--- src/rtl/ssd_display_arbiter.sv ---
// Round-robin owner arbitration for the shared four-digit seven-segment display.
// Three requesters compete for the display. Each owner is guaranteed a minimum
// dwell before a contender can take over. With no owner, a blank word is shown.
module ssd_display_arbiter #(
  parameter int unsigned DWELL      = 1000,
  parameter logic [19:0] BLANK_WORD = 20'hFFFFF
) (
  input  logic        clk,
  input  logic        rst_n,
  input  logic [2:0]  req,
  input  logic [19:0] data0,
  input  logic [19:0] data1,
  input  logic [19:0] data2,
  output logic [2:0]  grant,
  output logic [19:0] ssd_word,
  output logic        switched
);

  localparam int unsigned WORD_W = 20;
  localparam int unsigned CNT_W  = $clog2(DWELL) + 1;
  localparam logic [CNT_W-1:0] DWELL_LAST = CNT_W'(DWELL - 1);

  // The one-hot owner encoding doubles as the grant output.
  typedef enum logic [2:0] {
    ST_IDLE = 3'b000,
    ST_OWN0 = 3'b001,
    ST_OWN1 = 3'b010,
    ST_OWN2 = 3'b100
  } state_t;

  state_t            state, state_nx;
  logic [1:0]        last_owner, last_nx;
  logic [CNT_W-1:0]  dwell_cnt, cnt_nx;
  logic [WORD_W-1:0] word_nx;
  logic              switched_nx;
  logic [1:0]        own_idx;
  logic [2:0]        cand;
  logic              dwell_done;

  // First requesting index in the order s+1, s+2, then s itself only when incl is set.
  function automatic logic [2:0] pick(input logic [2:0] r, input logic [1:0] s,
                                      input logic incl);
    logic [2:0] g;
    logic [1:0] idx;
    g = 3'b000;
    for (int i = 3; i >= 1; i--) begin
      idx = 2'((int'(s) + i) % 3);
      if (r[idx] && (i != 3 || incl)) g = 3'b001 << idx;
    end
    return g;
  endfunction

  // Index of the current owner; only meaningful when a grant is held.
  function automatic logic [1:0] owner_idx(input state_t s);
    case (s)
      ST_OWN1: owner_idx = 2'd1;
      ST_OWN2: owner_idx = 2'd2;
      default: owner_idx = 2'd0;
    endcase
  endfunction

  assign dwell_done = (dwell_cnt >= DWELL_LAST);

  // Next owner, dwell accounting, and the word/pulse to register for next cycle.
  always_comb begin
    state_nx    = state;
    last_nx     = last_owner;
    cnt_nx      = dwell_cnt;
    own_idx     = owner_idx(state);
    cand        = pick(req, own_idx, 1'b0);
    word_nx     = BLANK_WORD;
    switched_nx = 1'b0;

    case (state)
      ST_IDLE: begin
        cnt_nx = '0;
        if (|req) state_nx = state_t'(pick(req, last_owner, 1'b1));
      end
      default: begin
        if (!req[own_idx]) begin
          // Owner released: hand over immediately or fall back to idle.
          last_nx  = own_idx;
          state_nx = state_t'(cand);
          cnt_nx   = '0;
        end else if (dwell_done && (|cand)) begin
          // Dwell served and someone else is waiting: rotate.
          last_nx  = own_idx;
          state_nx = state_t'(cand);
          cnt_nx   = '0;
        end else if (!dwell_done) begin
          cnt_nx = dwell_cnt + CNT_W'(1);
        end
      end
    endcase

    case (state_nx)
      ST_OWN0: word_nx = data0;
      ST_OWN1: word_nx = data1;
      ST_OWN2: word_nx = data2;
      default: word_nx = BLANK_WORD;
    endcase

    switched_nx = (state_nx != state);
  end

  // State and output registers with synchronous active-low reset.
  always_ff @(posedge clk) begin
    if (!rst_n) begin
      state      <= ST_IDLE;
      last_owner <= 2'd2;
      dwell_cnt  <= '0;
      ssd_word   <= BLANK_WORD;
      switched   <= 1'b0;
    end else begin
      state      <= state_nx;
      last_owner <= last_nx;
      dwell_cnt  <= cnt_nx;
      ssd_word   <= word_nx;
      switched   <= switched_nx;
    end
  end

  assign grant = state;

endmodule

--- config.mk ---
export PLATFORM = sky130hd
export DESIGN_NAME = ssd_display_arbiter
export DESIGN_NICKNAME = d
export VERILOG_FILES = /design/src/rtl/ssd_display_arbiter.sv
export SDC_FILE = /design/constraint.sdc
export NUM_CORES = 1
export LEC_CHECK = 0
export ABC_AREA = 1
export CELL_PAD_IN_SITES_DETAIL_PLACEMENT = 0
export CELL_PAD_IN_SITES_GLOBAL_PLACEMENT = 1
export CORE_ASPECT_RATIO = 0.9
export CORE_UTILIZATION = 30
export CTS_BUF_LIST = sky130_fd_sc_hd__clkbuf_8
export DETAILED_ROUTE_END_ITERATION = 12
export GPL_TIMING_DRIVEN = 0
export PLACE_DENSITY_LB_ADDON = 0.1
export SLEW_MARGIN = 20
export SYNTH_ARGS = -nofsm -noshare
export SYNTH_HDL_FRONTEND = slang
export SYNTH_SLANG_ARGS = --single-unit
--- constraint.sdc ---
create_clock -name clk -period 4.9 [get_ports clk]
set_clock_uncertainty 0.15 [all_clocks]
set_input_delay 0.98 -clock clk [delete_from_list [all_inputs] [get_ports clk]]
set_output_delay 0.98 -clock clk [all_outputs]
set_load 0.01 [all_outputs]
==> results.md, run 1 <==
- # clock sinks: 37
- FF-to-FF Start: grant[2]
- Initial antenna violation count: 0
- Highest Clock Rate: 279 MHz
- Post-CTS Resized: 0
- CP max stage delay: 0.53 ns
- Hold WS: 0.289 ns
- Hold Crit Start: dwell_cnt[10]
- Critical path arrival: 3.62 ns
- CTS H-tree lvls: 2
- Lkg Pwr: 0.00165 uW
- Hpwl dp: 5320 um
- Synthesized area: 2400 um^2
- Hold path depth: 2
- Antenna Nets Post-Route: 0
- Total chip power: 2600 uW
- Final setup vio count: 0
- Crit path depth: 17
- Syn nets: 434
- Worst EP required: 4.93 ns
- Core area: 7660 um^2
- TNS Setup: 0 ns
- Syn avg cell area: 6.63 um^2
- CTS tree: built
- I/O pin total: 89
- Crit path buf inv count: 4
- Hold_buf cts: 0
- Port bufs: 88
- R2R Path End: ssd_word[7]
- Nets: 529
- Worst-path maximum fanout: 10
- Period Utilization, post-route: 73.3%
- Iter 0 DRT Violations: 72
- Placer Congestion: 0.800
- Clock-pin slew on the worst setup and hold paths: 0.09 ns
- Critical path type: in2reg
- DP Area: 3400 um^2
- Longest Clk Path Bufs: 2
- Worst-Margin Slew: 0.512 ns
- Starting Density: 31.3%
- Vias in the first global route: 2,278
- Cells after synthesis: 362
- Post-synth cell types: 32
- WL final: 6950 um
- Clock latency on the worst-skew pair: 0.30 ns
- Wirelength per Cell: 12.5 um
- Setup crit start: req[2]
- Setup slack, reg-to-reg: 1.46 ns
- Critical-path top delay cell: clkdlybuf4s50_1
- CP Cell Sequence: clkdlybuf4s50_1, inv_1, o21ai_1, nand2_1, o21ai_1, nand3_1, o21bai_2, nand2_4, nand2_4, nand2_2, a21oi_4, nand3_1, nand3_2, nand2_1, clkinv_2, buf_6, nand2_1
- Post-route cell area: 3540 um^2
- DRC viols: 0
- CP startpoint kind: input pin
- First-pass GRT wire length: 10,800 um
- Outcome: finished, final reports clean
- Min cycle time layout: 3.59 ns
- Worst reg2reg path depth: 19
- Place WS: 0.977 ns
- Worst vdd ir: 0.347 mV
- Share of cells above drive strength 1: 11.4%
- Worst setup margin: 1.31 ns
- Max Cap Viol: 0
- Num rows: 30
- Drt first pass iters: 5
- Root buffer cell: clkbuf_8
- N_diodes: 0
- Final Hold Fails: 0
- RSZ-0062 raised after global routing: false
- Die Span X: 96.3 um
- Sequential area share after synthesis: 30.9%
- Synthesis-to-finish area growth: 47.4%
- PD cells: 736 nW/um^2
- Syn. warnings: 0
- CP top delay family: simple AND/OR/NAND/NOR gates
- CTS buffer count: 5
- Most frequent CP cell: nand2_1
- Slew margin rel.: 65.9%
- Total number of vias: 2,512
- Slew Viols, Final: 0
- Via density: 4.53
- Setup Buffers After CTS: 0
- Synthesized flop and latch total: 37
- GRT Util Overall: 16.9%
- Worst Hold Class: reg2reg
- Die area: 8360 um^2
- Worst setup EP type: flop
- Worst Hold End: dwell_cnt[10]
- Gr ovfl total: 0
- Die Height: 86.9 um
- Largest net degree at the start of global routing: 14
metal layers:
| metal | part of all wire, % | global-route usage [%] | vias to the layer above | wire length, um |
|---|---|---|---|---|
| met1 | 52 | 24.2 | 1100 | 3630 |
| met4 | 0.58 | 4.07 | 0 | 40 |
| met3 | 5.0 | 3.66 | 4 | 349 |
| met2 | 42 | 25.8 | 58 | 2930 |
| li1 | - | - | 1350 | - |
| met5 | 0 | 0 | - | 0 |
cell type report:
class / count / area [um^2]
buffer: 12 / 71.3
clock buffer: 5 / 68.8
clock inverter: 3 / 68.8
fill: 821 / 4120
inverter: 55 / 208
multi-input combinational: 258 / 1380
sequential: 37 / 741
tap: 96 / 120
timing repair buffer: 88 / 881
per-stage QoR:
stage,util (%),std cells
5_1_grt,46.2,554
2_1_floorplan,-,362
4_1_cts,46.2,554
3_5_place_dp,44.4,546
3_3_place_gp,44.4,546
6_report,46.2,554
synth_stat cells, drive strengths merged:
library cell / count / area [um^2]
a21oi: 7 / 57.6
a31oi: 3 / 18.8
buf: 8 / 56.3
clkbuf: 4 / 15.0
clkinv: 1 / 5.00
dfxtp: 37 / 741
ha: 7 / 87.6
inv: 54 / 203
nand2: 88 / 398
nand3: 35 / 198
nand4: 30 / 188
nor2: 60 / 235
nor3: 1 / 5.00
nor3b: 1 / 7.51
o211ai: 5 / 37.5
o21ai: 10 / 53.8
o21bai: 1 / 11.3
or2: 2 / 12.5
xnor2: 1 / 8.76
xor2: 7 / 61.3
cell usage in the layout, fill, tap and decap left out, types with 5 or more instances in the layout:
cell / n
o211ai_1: 5
clkbuf_8: 5
a21oi_1: 5
nand3_1: 32
nand4_1: 30
nor2_1: 58
inv_2: 5
nand2_2: 15
dfxtp_1: 37
o21ai_0: 7
inv_1: 49
buf_2: 6
xor2_1: 7
clkdlybuf4s50_1: 88
nand2_1: 69
ha_1: 7
sequential cells by signal (all words and copies together) (netlist names):
| signal | flops |
|---|---|
| dwell_cnt | 11 |
| grant | 3 |
| last_owner | 2 |
| ssd_word | 20 |
| switched | 1 |
report_power, final:
group / switching [uW] / leakage (uW) / internal (uW)
combinational: 1190 / 0.00127 / 653
clock: 123 / 0.0000687 / 205
sequential: 46.2 / 0.000304 / 387
total: 1360 / 0.00165 / 1240
worst reg2reg max path, cell delays in order (launching register included):
cell	delay (ns)
dfxtp_1	0.51
inv_2	0.12
nand3_2	0.12
inv_1	0.07
ha_1	0.34
o21ai_1	0.20
nand2_1	0.12
o21ai_1	0.20
nand3_1	0.12
o21bai_2	0.16
nand2_4	0.10
nand2_4	0.09
nand2_2	0.09
a21oi_4	0.27
nand3_1	0.22
nand3_2	0.12
nand2_1	0.06
clkinv_2	0.07
buf_6	0.14
nand2_1	0.06
how the worst max path moves through the flow:
stage | end | slack [ns]
after global placement | ssd_word[9] | 0.96
after floorplan | ssd_word[10] | 1.88
after detailed placement | ssd_word[8] | 0.98
final | ssd_word[7] | 1.31
after global routing | ssd_word[7] | 1.04
after CTS | ssd_word[7] | 1.28
cells by family after synthesis:
| group | Yosys count | synth area share, % |
|---|---|---|
| and+or+nand+nor | 217 | 43.5 |
| DFF | 37 | 30.9 |
| adders and majority gates | 7 | 3.65 |
| xor gates and xnor gates | 8 | 2.92 |
| buffers and inverters | 67 | 11.6 |
| AOI/OAI and AO/OA | 26 | 7.46 |
Power figures use the tool's default switching activity.
==> run 2: changes to the inputs <==
==> constraint.sdc (replaced) <==
create_clock -name clk -period 3.7 [get_ports clk]
set_clock_uncertainty 0.15 [all_clocks]
set_input_delay 0.74 -clock clk [delete_from_list [all_inputs] [get_ports clk]]
set_output_delay 0.74 -clock clk [all_outputs]
set_load 0.01 [all_outputs]
==> run 2 against run 1 <==
Compared with the run above: cell area up 0.18%; register-to-register slack worse by 1.1 ns; power up 33%; largest power group unchanged.
==> results.md, run 2 (synthesis results as in run 1) <==
- Root buffer cell: clkbuf_8
- Crit path buf inv count: 2
- Die Span X: 96.3 um
- Final setup vio count: 0
- Worst-path maximum fanout: 10
- Drt first pass iters: 4
- Slew Viols, Final: 0
- Hpwl dp: 5320 um
- I/O pin total: 89
- Num rows: 30
- Highest Clock Rate: 296 MHz
- Clock-pin slew on the worst setup and hold paths: 0.09 ns
- Outcome: finished, final reports clean
- TNS Setup: 0 ns
- GRT Util Overall: 16.9%
- Synthesis-to-finish area growth: 47.7%
- Crit path depth: 20
- Core area: 7660 um^2
- Critical path arrival: 3.41 ns
- Slew margin rel.: 67.6%
- Starting Density: 31.3%
- CP max stage delay: 0.40 ns
- Min cycle time layout: 3.38 ns
- DP Area: 3400 um^2
- Antenna Nets Post-Route: 0
- CTS buffer count: 5
- Critical-path top delay cell: dfxtp_1
- Initial antenna violation count: 0
- Crit path capture: ssd_word[7]
- Max Cap Viol: 0
- Share of cells above drive strength 1: 11.8%
- CP Cell Sequence: nor2_4, nand2_4, ha_1, o21ai_1, nand2_1, o21ai_1, nand3_1, o21bai_2, nand2_4, nand2_4, nand2_2, nand2_2, nand2_4, nor2_2, nand2_2, nand3_2, nand2_1, clkinv_2, buf_6, nand2_1
- Psw: 1800 uW
- Gr ovfl total: 0
- Largest net degree at the start of global routing: 14
- WL final: 6920 um
- Critical path type: reg2reg
- Most frequent cells in the layout: clkdlybuf4s50_1 (88), nand2_1 (69), nor2_1 (58), inv_1 (49), dfxtp_1 (36)
- Nets: 529
- Worst setup EP type: flop
- CTS H-tree lvls: 2
- R2R Path End: ssd_word[7]
- Pint: 1650 uW
- Most frequent CP cell: nand2_4
- Most common cell after layout, fill and taps aside: clkdlybuf4s50_1
- RSZ-0062 raised after global routing: false
- Switching fraction of total power: 52.1%
- Via density: 4.52
- Vias in the first global route: 2,278
- Total number of vias: 2,503
- Post-route cell area: 3540 um^2
- Wirelength per Cell: 12.5 um
- CP startpoint kind: flop
- Lkg Pwr: 0.00165 uW
- DRC viols: 0
- Period Utilization, post-route: 91.4%
- Worst EP required: 3.73 ns
- FF-to-FF Start: grant[1]
- CP top delay family: simple AND/OR/NAND/NOR gates
- Final Hold Fails: 0
- First-pass GRT wire length: 10,800 um
- Max FFs per register: 20
- Worst reg2reg path depth: 20
- Worst-Margin Slew: 0.486 ns
- Placer Congestion: 0.800
- Worst vdd ir: 0.462 mV
- Setup slack, reg-to-reg: 0.32 ns
- N_diodes: 0
- Setup Buffers After CTS: 0
- Clock share of power: 12.6%
- Setup crit start: grant[1]
- Longest Clk Path Bufs: 2
- Clock latency on the worst-skew pair: 0.30 ns
- Register share of total power: 16.6%
- Fillers: 817
- Die area: 8360 um^2
- Iter 0 DRT Violations: 69
- Total chip power: 3450 uW
- CTS tree: built
- Worst Hold Class: reg2reg
- # clock sinks: 37
- Die Height: 86.9 um
- PD cells: 974 nW/um^2
- Port bufs: 88
- Place WS: 0.0173 ns
- Comb power frac: 70.8%
- Largest reg by FF count: ssd_word
- Worst setup margin: 0.319 ns
==> run 2: cell counts in the layout (fill, tap and decap cells not counted) <==
Identical to the previous run, type by type.
==> run 2: routing by layer <==
layer,track usage [%],wire (um),vias up
met5,0,0,-
met3,3.66,374,4
li1,-,-,1352
met4,4.07,42,0
met1,24.2,3560,1086
met2,25.8,2940,61
==> run 2: final cells by class <==
class / count / area [um^2] / share of cell area (%)
buffer: 12 / 71.3 / 2.01
clock buffer: 5 / 68.8 / 1.94
clock inverter: 3 / 68.8 / 1.94
inverter: 55 / 208 / 5.86
multi-input combinational: 258 / 1390 / 39.1
sequential: 37 / 742 / 20.9
tap: 96 / 120 / 3.39
timing repair buffer: 88 / 881 / 24.8
==> run 2: what timing repair did <==
| action | in CTS | in global routing |
|---|---|---|
| gates resized for setup | 0 | 2 |
| endpoints found under the setup margin | 0 | 20 |
| hold buffers | 0 | 0 |
==> run 2: per-stage QoR <==
stage / hold slack [ns] / utilization [%] / cells
4_1_cts: 0.292 / 46.2 / 554
2_1_floorplan: 0.266 / - / 362
3_3_place_gp: 0.276 / 44.4 / 546
5_1_grt: 0.307 / 46.3 / 554
6_report: 0.289 / 46.3 / 554
3_5_place_dp: 0.279 / 44.4 / 546
==> run 2: worst min-delay path: stages (launching register included) <==
cell and delay, ns:
dfxtp_1 0.31, inv_1 0.06, nor2_1 0.04
==> run 2: power groups by stage <==
stage	combinational, uW	clock (uW)	sequential, uW
floorplan	1730	0	612
global placement	2440	0	581
detailed placement	2460	0	582
CTS	2470	443	574
global route	2780	461	585
finish	2450	434	575
==> run 2: worst min path at each step <==
stage / cells after the start / slack [ns] / from / end
after CTS: 2 / 0.29 / dwell_cnt[10] / dwell_cnt[10]
after global routing: 2 / 0.31 / dwell_cnt[10] / dwell_cnt[10]
after detailed placement: 2 / 0.28 / dwell_cnt[10] / dwell_cnt[10]
final: 2 / 0.29 / dwell_cnt[10] / dwell_cnt[10]
after floorplan: 2 / 0.27 / dwell_cnt[10] / dwell_cnt[10]
after global placement: 2 / 0.28 / dwell_cnt[10] / dwell_cnt[10]
==> run 3: changes to the inputs <==
--- a/config.mk
+++ b/config.mk
@@ -9,7 +9,7 @@
 export CELL_PAD_IN_SITES_DETAIL_PLACEMENT = 0
 export CELL_PAD_IN_SITES_GLOBAL_PLACEMENT = 1
 export CORE_ASPECT_RATIO = 0.9
-export CORE_UTILIZATION = 30
+export CORE_UTILIZATION = 31
 export CTS_BUF_LIST = sky130_fd_sc_hd__clkbuf_8
 export DETAILED_ROUTE_END_ITERATION = 12
 export GPL_TIMING_DRIVEN = 0
==> run 3 against run 2 <==
Compared with the run above: worst setup slack better by 0.014 ns; critical path depth down 1; via count up 1.4%; cell area grew 0.67%; critical path type is now in2reg; largest power group unchanged; flip-flop and latch count did not move.
==> results.md, run 3 (synthesis results as in run 1) <==
- Root buffer cell: clkbuf_8
- Routed length on met1: 3610 um
- First-pass GRT wire length: 11,200 um
- # clock sinks: 37
- Core area: 7510 um^2
- Largest reg by FF count: ssd_word
- Starting Density: 32.0%
- CTS buffer count: 5
- Highest Clock Rate: 297 MHz
- CTS H-tree lvls: 2
- Outcome: finished, final reports clean
- Worst vdd ir: 0.409 mV
- Uppermost layer routed: met4
- Num rows: 30
- Worst-Margin Slew: 0.465 ns
- GRT Util Overall: 17.9%
- Slew margin rel.: 69.0%
- Worst setup EP type: flop
- Most frequent cells in the layout: clkdlybuf4s50_1 (88), nand2_1 (69), nor2_1 (58), inv_1 (49), dfxtp_1 (35)
- Placer Congestion: 0.803
- CTS tree: built
- Fillers: 784
- Longest Clk Path Bufs: 2
- Worst Hold Class: reg2reg
- Critical path arrival: 3.40 ns
- Iter 0 DRT Violations: 69
- Period Utilization, post-route: 91.0%
- Die Span X: 94.7 um
- RSZ-0062 raised after global routing: false
- Antenna Nets Post-Route: 0
- Nets: 532
- CP Cell Sequence: clkdlybuf4s50_1, inv_1, o21ai_1, nand2_1, o21ai_1, nand3_1, o21bai_2, nand2_4, nand2_4, nand2_2, nand2_2, nand2_4, nor2_2, nand2_2, nand3_2, nand2_1, clkinv_2, buf_6, nand2_1
- Final Hold Fails: 0
- Vias in the first global route: 2,296
- Share of cells above drive strength 1: 12.6%
- Total number of vias: 2,539
- I/O pin total: 89
- WL final: 6970 um
- Port bufs: 88
- Die Height: 85.5 um
- Routed wl met2: 2950 um
- Initial antenna violation count: 0
- Dpl cells: 546
- Via density: 4.56
- Clock latency on the worst-skew pair: 0.29 ns
- Most common cell after layout, fill and taps aside: clkdlybuf4s50_1
- DP Area: 3400 um^2
- Max Cap Viol: 0
- Worst-path maximum fanout: 10
- Multi-input gate area: 1390 um^2
- Hpwl dp: 5210 um
- Min cycle time layout: 3.37 ns
- Max FFs per register: 20
- Lkg Pwr: 0.00166 uW
- Largest net degree at the start of global routing: 14
- Seq. cell area: 743 um^2
- Final setup vio count: 0
- CP startpoint kind: input pin
- Met3 WL post-DR: 354 um
- Post-route cell area: 3570 um^2
- Wirelength per Cell: 12.5 um
- Die area: 8100 um^2
- CP max stage delay: 0.53 ns
- Drt first pass iters: 4
- Synthesis-to-finish area growth: 48.7%
- Slew Viols, Final: 0
- N_diodes: 0
- Critical-path top delay cell: clkdlybuf4s50_1
- Setup slack, reg-to-reg: 0.38 ns
- DRC viols: 0
- Critical path type: in2reg
- Non-filler cells, final: 557
- Gr ovfl total: 0
- Worst EP required: 3.73 ns
- Clock-pin slew on the worst setup and hold paths: 0.09 ns
- Final core utilization: 47.5%
- PD cells: 980 nW/um^2
- Hold_buf cts: 0
## run 3: per-layer routing
layer | GRT usage [%] | vias to the layer above
met5 | 0 | -
met4 | 4.13 | 0
met3 | 3.67 | 5
met2 | 26.8 | 67
met1 | 25.9 | 1107
li1 | - | 1360
## run 3: where the power goes
group | internal (uW) | leakage (uW) | switching [uW]
Combinational | 888 | 0.00129 | 1600
Clock | 272 | 0.0000687 | 162
Sequential | 515 | 0.000305 | 59.7
## run 3: what timing repair did
| action | in CTS | in global routing |
|---|---|---|
| buffers inserted | 0 | 3 |
| resized for setup | 0 | 3 |
| setup endpoints to repair | 0 | 20 |
## run 3: path summary, 6_finish.rpt
path              depth (start not counted)            end          start
setup / recovery                         19    ssd_word[3]         req[2]
hold / removal                            2  dwell_cnt[10]  dwell_cnt[10]
setup reg to reg                         20    ssd_word[3]       grant[1]
hold reg to reg                           2  dwell_cnt[10]  dwell_cnt[10]
## run 3: through the flow
step,total power [uW],hold slack (ns),worst slack (ns),setup TNS (ns)
5_1_grt,3880,0.327,0.0198,0
3_5_place_dp,3040,0.280,-0.0265,-0.475
4_1_cts,3480,0.294,0.188,0
2_1_floorplan,2340,0.266,0.680,0
6_report,3500,0.290,0.333,0
3_3_place_gp,3030,0.277,0.00820,0
## run 3: worst max-delay path: cells and delay by family
family | cells | cell delay, ns
buf+inv | 4 | 0.86
simple gates | 12 | 1.25
compound gates | 3 | 0.53
## run 3: final cells by class
cell class / instances / area share (%)
Timing Repair Buffer: 91 / 25.3
Tap cell: 96 / 3.37
Clock inverter: 3 / 1.93
Buffer: 12 / 2.00
Inverter: 55 / 5.82
Multi-Input combinational cell: 258 / 38.8
Sequential cell: 37 / 20.8
Clock buffer: 5 / 1.93
==> patch 1 (flow settings as in run 1) <==
Reset style: asynchronous (`rst_n`), changed in one clocked block. Comments in the files are not updated.
--- a/src/rtl/ssd_display_arbiter.sv
+++ b/src/rtl/ssd_display_arbiter.sv
@@ -105,5 +105,5 @@
 
   // State and output registers with synchronous active-low reset.
-  always_ff @(posedge clk) begin
+  always_ff @(posedge clk or negedge rst_n) begin
     if (!rst_n) begin
       state      <= ST_IDLE;
Behaviour: differs if rst_n is asserted again (counterexample within 4 cycles, from zero or initial values and one cycle with rst_n low); with rst_n held inactive, the same outputs for 4 cycles.
==> patch 1 against run 1 <==
Sequential cell count stayed put; worst setup slack better by 0.21 ns; critical path depth stayed put; final area is 10% higher; register-to-register slack better by 0.13 ns; highest routed layer unchanged; routed wire length is 11% higher; synthesized area is 16% higher; critical path type unchanged; count of clock-buffer cells in the layout stayed put; maximum frequency is 6.2% higher.
Power is left out: the tool's default activity adds up to more than one toggle a clock period on the data nets, which glitch-free logic cannot reach.
==> patch 1: results (changes against run 1) <==
* Post_cts resized at 0 (unchanged)
* Layout cells sized above 1 at 0.2404 (was 0.1135)
* Class of the worst hold path: reg -> reg (unchanged)
* Pin count of the biggest net entering global routing at 31 (was 14)
* # nets final at 516 (was 529)
* Met3 routed wirelength at 383 um (was 349 um)
* Worst path top cell family by delay: simple AND/OR/NAND/NOR gates (unchanged)
* Hold path endpoint: dwell_cnt[10] (unchanged)
* CP max-delay cell: clkdlybuf4s50_1 (unchanged)
* Largest Register: ssd_word (unchanged)
* WL met2 at 3443 um (was 2928 um)
* Net Count, Synth at 420 (was 434)
* Number of post-CTS setup repair buffers at 0 (unchanged)
* Fill count at 883 (was 821)
* Max layer used: met4 (unchanged)
* Origin of the critical flop-to-flop path: grant[2] (unchanged)
* Warnings from Yosys at 0 (unchanged)
* Ys flop type: dfstp_2 (was dfxtp_1)
* Detail Placement HPWL at 5795 um (was 5320 um)
* Worst skew pair latency at 0.29 ns
* Buffers on Ports at 88 (unchanged)
* Vias in the first global route at 2,481 (was 2,278)
* Critical path fanouts, max at 10 (unchanged)
* Yosys cell types at 36 (was 32)
* Crit-path max cell delay at 0.58 ns (was 0.53 ns)
* All-Layer GR Usage at 0.1664 (was 0.1695)
* Root buf cell: clkbuf_8 (unchanged)
* Top post-synthesis cells by count: inv_1 (46), nor2_1 (41), nand2_1 (40), nand2_2 (31), nand3_1 (31) (was nand2_1 (69), nor2_1 (58), inv_1 (49), dfxtp_1 (37), nand3_1 (32))
* Gpl congestion at 0.7610 (was 0.7996)
* Worst r2r path cells at 22 (was 19)
* Initial antenna violation count at 0 (unchanged)
* DRT Wirelength at 7695 um (was 6946 um)
* Synth area leaders: dfstp_2 (20%), dfrtp_1 (14%), nand2_2 (7.0%), inv_1 (6.2%), nand4_1 (5.6%) (was dfxtp_1 (31%), nand2_1 (11%), nor2_1 (9.1%), nand4_1 (7.8%), inv_1 (7.7%))
* Via-per-instance ratio at 4.592 (was 4.534)
* Slew headroom at 0.7334 (was 0.6587)
* Hold depth at 2 (unchanged)
* DR iter-0 viols at 111 (was 72)
* Clk pin slew, worst setup/hold paths at 0.08 ns
* CTS buffer count at 5 (unchanged)
* Diodes inserted at 0 (unchanged)
* First-pass GRT wire length at 12,280 um (was 10,840 um)
* DRT met1 WL at 3799 um (was 3627 um)
* Status: finished, final reports clean (unchanged)
* First-pass DRT Iterations at 4 (was 5)
* Seq/Total Area, Yosys at 0.3428 (was 0.3087)
* Worst R2R End: ssd_word[11] (was ssd_word[7])
* WP data arrival at 3.45 ns (was 3.62 ns)
* Hold Crit Start: dwell_cnt[10] (unchanged)
* Worst reg-to-reg setup slack at 1.59 ns (was 1.46 ns)
* Fraction of synthesis flops using an asynchronous set or reset pin at 1.000 (was 0)
* Setup-failing EPs final at 0 (unchanged)
[patch 1: changes by cell type in the layout (fill, tap and decap cells not counted), sizes merged, moves of 5 or more]
cell	run 1	this run
dfxtp	37	0
nand3	35	49
nand2	88	73
buf	8	14
dfrtp	0	16
nand4	30	25
nor2	60	49
dfstp	0	21
[patch 1: area by class of cell]
cell class	count	share of cell area
well taps	119	0.03809
repair buffers	89	0.2292
plain buffers	12	0.03361
inverters	51	0.05026
clock inverters	3	0.004481
multi-input cells	248	0.3832
flip-flops and latches	37	0.2436
clock buffers	5	0.01761
[patch 1: worst max path at each step]
| stage | start | to | slack [ns] | depth (start not counted) |
|---|---|---|---|---|
| finish | req[2] | ssd_word[11] | 1.52 | 17 |
| global route | req[2] | ssd_word[11] | 1.26 | 17 |
| CTS | req[2] | ssd_word[11] | 1.50 | 17 |
| detailed placement | req[2] | ssd_word[11] | 1.20 | 17 |
| global placement | req[2] | ssd_word[0] | 1.21 | 17 |
| floorplan | grant[1] | ssd_word[11] | 2.05 | 21 |
[patch 1: kinds of logic after synthesis]
family | after synthesis | share of synthesized area
flops | 37 | 0.3428
buf+inv | 63 | 0.1180
xor+xnor | 8 | 0.02523
fa+ha+maj | 7 | 0.03153
simple gates | 201 | 0.4090
compound gates | 32 | 0.07343
[patch 1: per-stage QoR]
stage	instance area [um2]	hold slack (ns)	utilization	setup WS, ns	cells
finish	3909	0.3471	0.4458	1.520	564
global route	3909	0.3734	0.4458	1.263	564
CTS	3909	0.3510	0.4458	1.503	564
detailed placement	3822	0.3380	0.4359	1.200	556
global placement	3807	0.3350	0.4342	1.210	555
floorplan	2778	0.3227	-	2.053	348
[patch 1: worst min-delay path: stages, from the launching register on]
cell	delay, ns
dfrtp_1	0.38
inv_1	0.05
nor2_1	0.04
[patch 1: per-layer routing]
metal,global-route usage,up-vias
met4,0.04577,0
met2,0.2605,64
met5,0,-
li1,-,1340
met3,0.03064,4
met1,0.2327,1182
==> patch 2 (config.mk and constraints of run 1) <==
Without the edit above. The parameter `DWELL` goes from 1000 to 2000.
--- a/src/rtl/ssd_display_arbiter.sv
+++ b/src/rtl/ssd_display_arbiter.sv
@@ -3,5 +3,5 @@
 // dwell before a contender can take over. With no owner, a blank word is shown.
 module ssd_display_arbiter #(
-  parameter int unsigned DWELL      = 1000,
+  parameter int unsigned DWELL      = 2000,
   parameter logic [19:0] BLANK_WORD = 20'hFFFFF
 ) (
Check against the original RTL: no difference found for any inputs over 4 cycles, from zero or initial values and one cycle with rst_n low; that may be too few to reach the edited logic, so the function may still have changed.
==> patch 2 against run 1 <==
Critical path depth increased by 2; utilization grew 0.11 points; power down 3.9%; final area rose by 0.25%; synthesized area is 0.78% higher; routed wire length decreased by 2.2%; worst setup slack improved by 0.43 ns; sequential cell count increased by 1; clock power shrank 1%; maximum frequency rose by 14%; critical path type unchanged.
==> patch 2: results (changes against run 1) <==
* Status: finished, final reports clean (unchanged)
* Worst path top cell family by delay: simple AND/OR/NAND/NOR gates (unchanged)
* Area after DPL at 3410 um2 (was 3401 um2)
* Warnings from Yosys at 0 (unchanged)
* Yosys cell types at 35 (was 32)
* Worst reg-to-reg setup slack at 2.18 ns (was 1.46 ns)
* Worst R2R End: ssd_word[16] (was ssd_word[7])
* Hold Crit Start: dwell_cnt[11] (was dwell_cnt[10])
* Initial antenna violation count at 0 (unchanged)
* CTS buffer count at 5 (unchanged)
* Worst r2r path cells at 15 (was 19)
* Origin of the critical flop-to-flop path: last_owner[0] (was grant[2])
* Gpl congestion at 0.7994 (was 0.7996)
* First-pass GRT wire length at 11,180 um (was 10,840 um)
* Critical path fanouts, max at 10 (unchanged)
* Hold buffer count at CTS at 0 (unchanged)
* Worst Max-Slew Pin Slew at 0.4659 ns (was 0.5120 ns)
* WP data arrival at 3.19 ns (was 3.62 ns)
* Max FFs per register at 20 (unchanged)
* Top post-synthesis cells by count: nor2_1 (60), nand2_1 (54), inv_1 (44), nand4_1 (43), dfxtp_1 (38) (was nand2_1 (69), nor2_1 (58), inv_1 (49), dfxtp_1 (37), nand3_1 (32))
* Ys flop type: dfxtp_1 (unchanged)
* # nets final at 523 (was 529)
* P_sw at 0.001257 W (was 0.001360 W)
* Class of the worst hold path: reg -> reg (unchanged)
* Vias in the first global route at 2,428 (was 2,278)
* Root buf cell: clkbuf_8 (unchanged)
* All-Layer GR Usage at 0.1641 (was 0.1695)
* Synth area leaders: dfxtp_1 (31%), nand4_1 (11%), nor2_1 (9.3%), nand2_1 (8.4%), nand2_2 (7.5%) (was dfxtp_1 (31%), nand2_1 (11%), nor2_1 (9.1%), nand4_1 (7.8%), inv_1 (7.7%))
* First-pass DRT Iterations at 4 (was 5)
* Leakage at 1.619 nW (was 1.646 nW)
* Number of post-CTS setup repair buffers at 0 (unchanged)
* Htree depth at 2 (unchanged)
* Post-detailed-route wirelength per cell at 12.35 um (was 12.54 um)
* Pin count of the biggest net entering global routing at 14 (unchanged)
* Post_cts resized at 0 (unchanged)
* Seq/Total Area, Yosys at 0.3145 (was 0.3087)
* Largest Register: ssd_word (unchanged)
* Area share of the largest cell type after synthesis at 0.3145 (was 0.3087)
* Crit-path max cell delay at 0.58 ns (was 0.53 ns)
* Clk pin slew, worst setup/hold paths at approximately 0.08 ns
* Peak supply drop at 341.6 uV (was 346.6 uV)
* Most numerous cell in the Yosys netlist: nor2_1 (was nand2_1)
* Hold path endpoint: dwell_cnt[11] (was dwell_cnt[10])
* Layout cells sized above 1 at 0.1542 (was 0.1135)
* Via Count at 2,499 (was 2,512)
* Worst skew pair latency at 0.29 ns
* Detail Placement HPWL at 5296 um (was 5320 um)
* Net Count, Synth at 429 (was 434)
* Fraction of synthesis flops using an asynchronous set or reset pin at 0 (unchanged)
* Buffers on Ports at 87 (was 88)
* Hold depth at 2 (unchanged)
* DR iter-0 viols at 58 (was 72)
* CP max-delay cell: clkdlybuf4s50_1 (unchanged)
* Clock buffer depth at 2 (unchanged)
* Diodes inserted at 0 (unchanged)
==> patch 2: cell count changes in the layout (fill, tap and decap cells not counted), sizes merged, moves of 3 or more <==
| cell | run 1 | this run |
|---|---|---|
| buf | 8 | 17 |
| clkbuf | 9 | 6 |
| inv | 55 | 49 |
| nand3 | 35 | 19 |
| nand4 | 30 | 44 |
| o211ai | 5 | 2 |
==> patch 2: per-layer routing <==
layer	up-vias	GRT usage	wire length, um
met2	50	0.2798	3022
li1	1356	-	-
met5	-	0	0
met1	1087	0.2076	3427
met4	0	0.04206	55
met3	6	0.04173	288
==> patch 2: tightest hold or removal path: cells and delay by family, from the launching register on <==
kind,cells,cell delay [ns]
DFF,1,0.31
and+or+nand+nor,1,0.04
buffers and inverters,1,0.06
==> patch 2: layout make-up <==
class                      instances  area [um2]
multi-input combinational        254        1353
clock buffer                       5       68.82
sequential                        38       760.7
fill                             790        4110
clock inverter                     3       68.82
timing repair buffer              87       870.8
inverter                          49       186.4
tap                               96       120.1
buffer                            18       118.9
==> patch 2: cell families (layout without fill, tap and decap cells) <==
| logic type | count (synthesis) | count (layout) | share of synthesized area |
|---|---|---|---|
| DFF | 38 | 38 | 0.3145 |
| AOI/OAI and AO/OA | 25 | 25 | 0.06363 |
| adders and majority gates | 5 | 5 | 0.02587 |
| xor gates and xnor gates | 7 | 7 | 0.02535 |
| buffers and inverters | 67 | 162 | 0.1262 |
| and+or+nand+nor | 217 | 217 | 0.4444 |
==> patch 2: power groups by stage <==
| stage | registers, W | logic (W) | clock network, W |
|---|---|---|---|
| after floorplan | 0.000464 | 0.00125 | 0 |
| after global placement | 0.000443 | 0.00175 | 0 |
| after detailed placement | 0.000443 | 0.00176 | 0 |
| after CTS | 0.000436 | 0.00177 | 0.000335 |
| after global routing | 0.000445 | 0.00197 | 0.000346 |
| final | 0.000435 | 0.00174 | 0.000324 |
==> patch 2: metrics by stage <==
| stage | hold WS (ns) | setup slack [ns] | cells |
|---|---|---|---|
| 2_1_floorplan | 0.2660 | 2.178 | 359 |
| 6_report | 0.2933 | 1.745 | 550 |
| 5_1_grt | 0.3026 | 1.442 | 550 |
| 3_5_place_dp | 0.2830 | 1.428 | 542 |
| 3_3_place_gp | 0.2745 | 1.433 | 542 |
| 4_1_cts | 0.2955 | 1.733 | 550 |
==> patch 2: worst max-delay path by stage <==
stage	from	endpoint	slack, ns	cells past startpoint
final	req[2]	ssd_word[18]	1.74	19
after detailed placement	req[2]	ssd_word[18]	1.43	19
after global routing	req[2]	ssd_word[13]	1.44	15
after global placement	req[2]	ssd_word[16]	1.43	17
after CTS	req[2]	ssd_word[18]	1.73	19
after floorplan	req[1]	ssd_word[0]	2.18	13
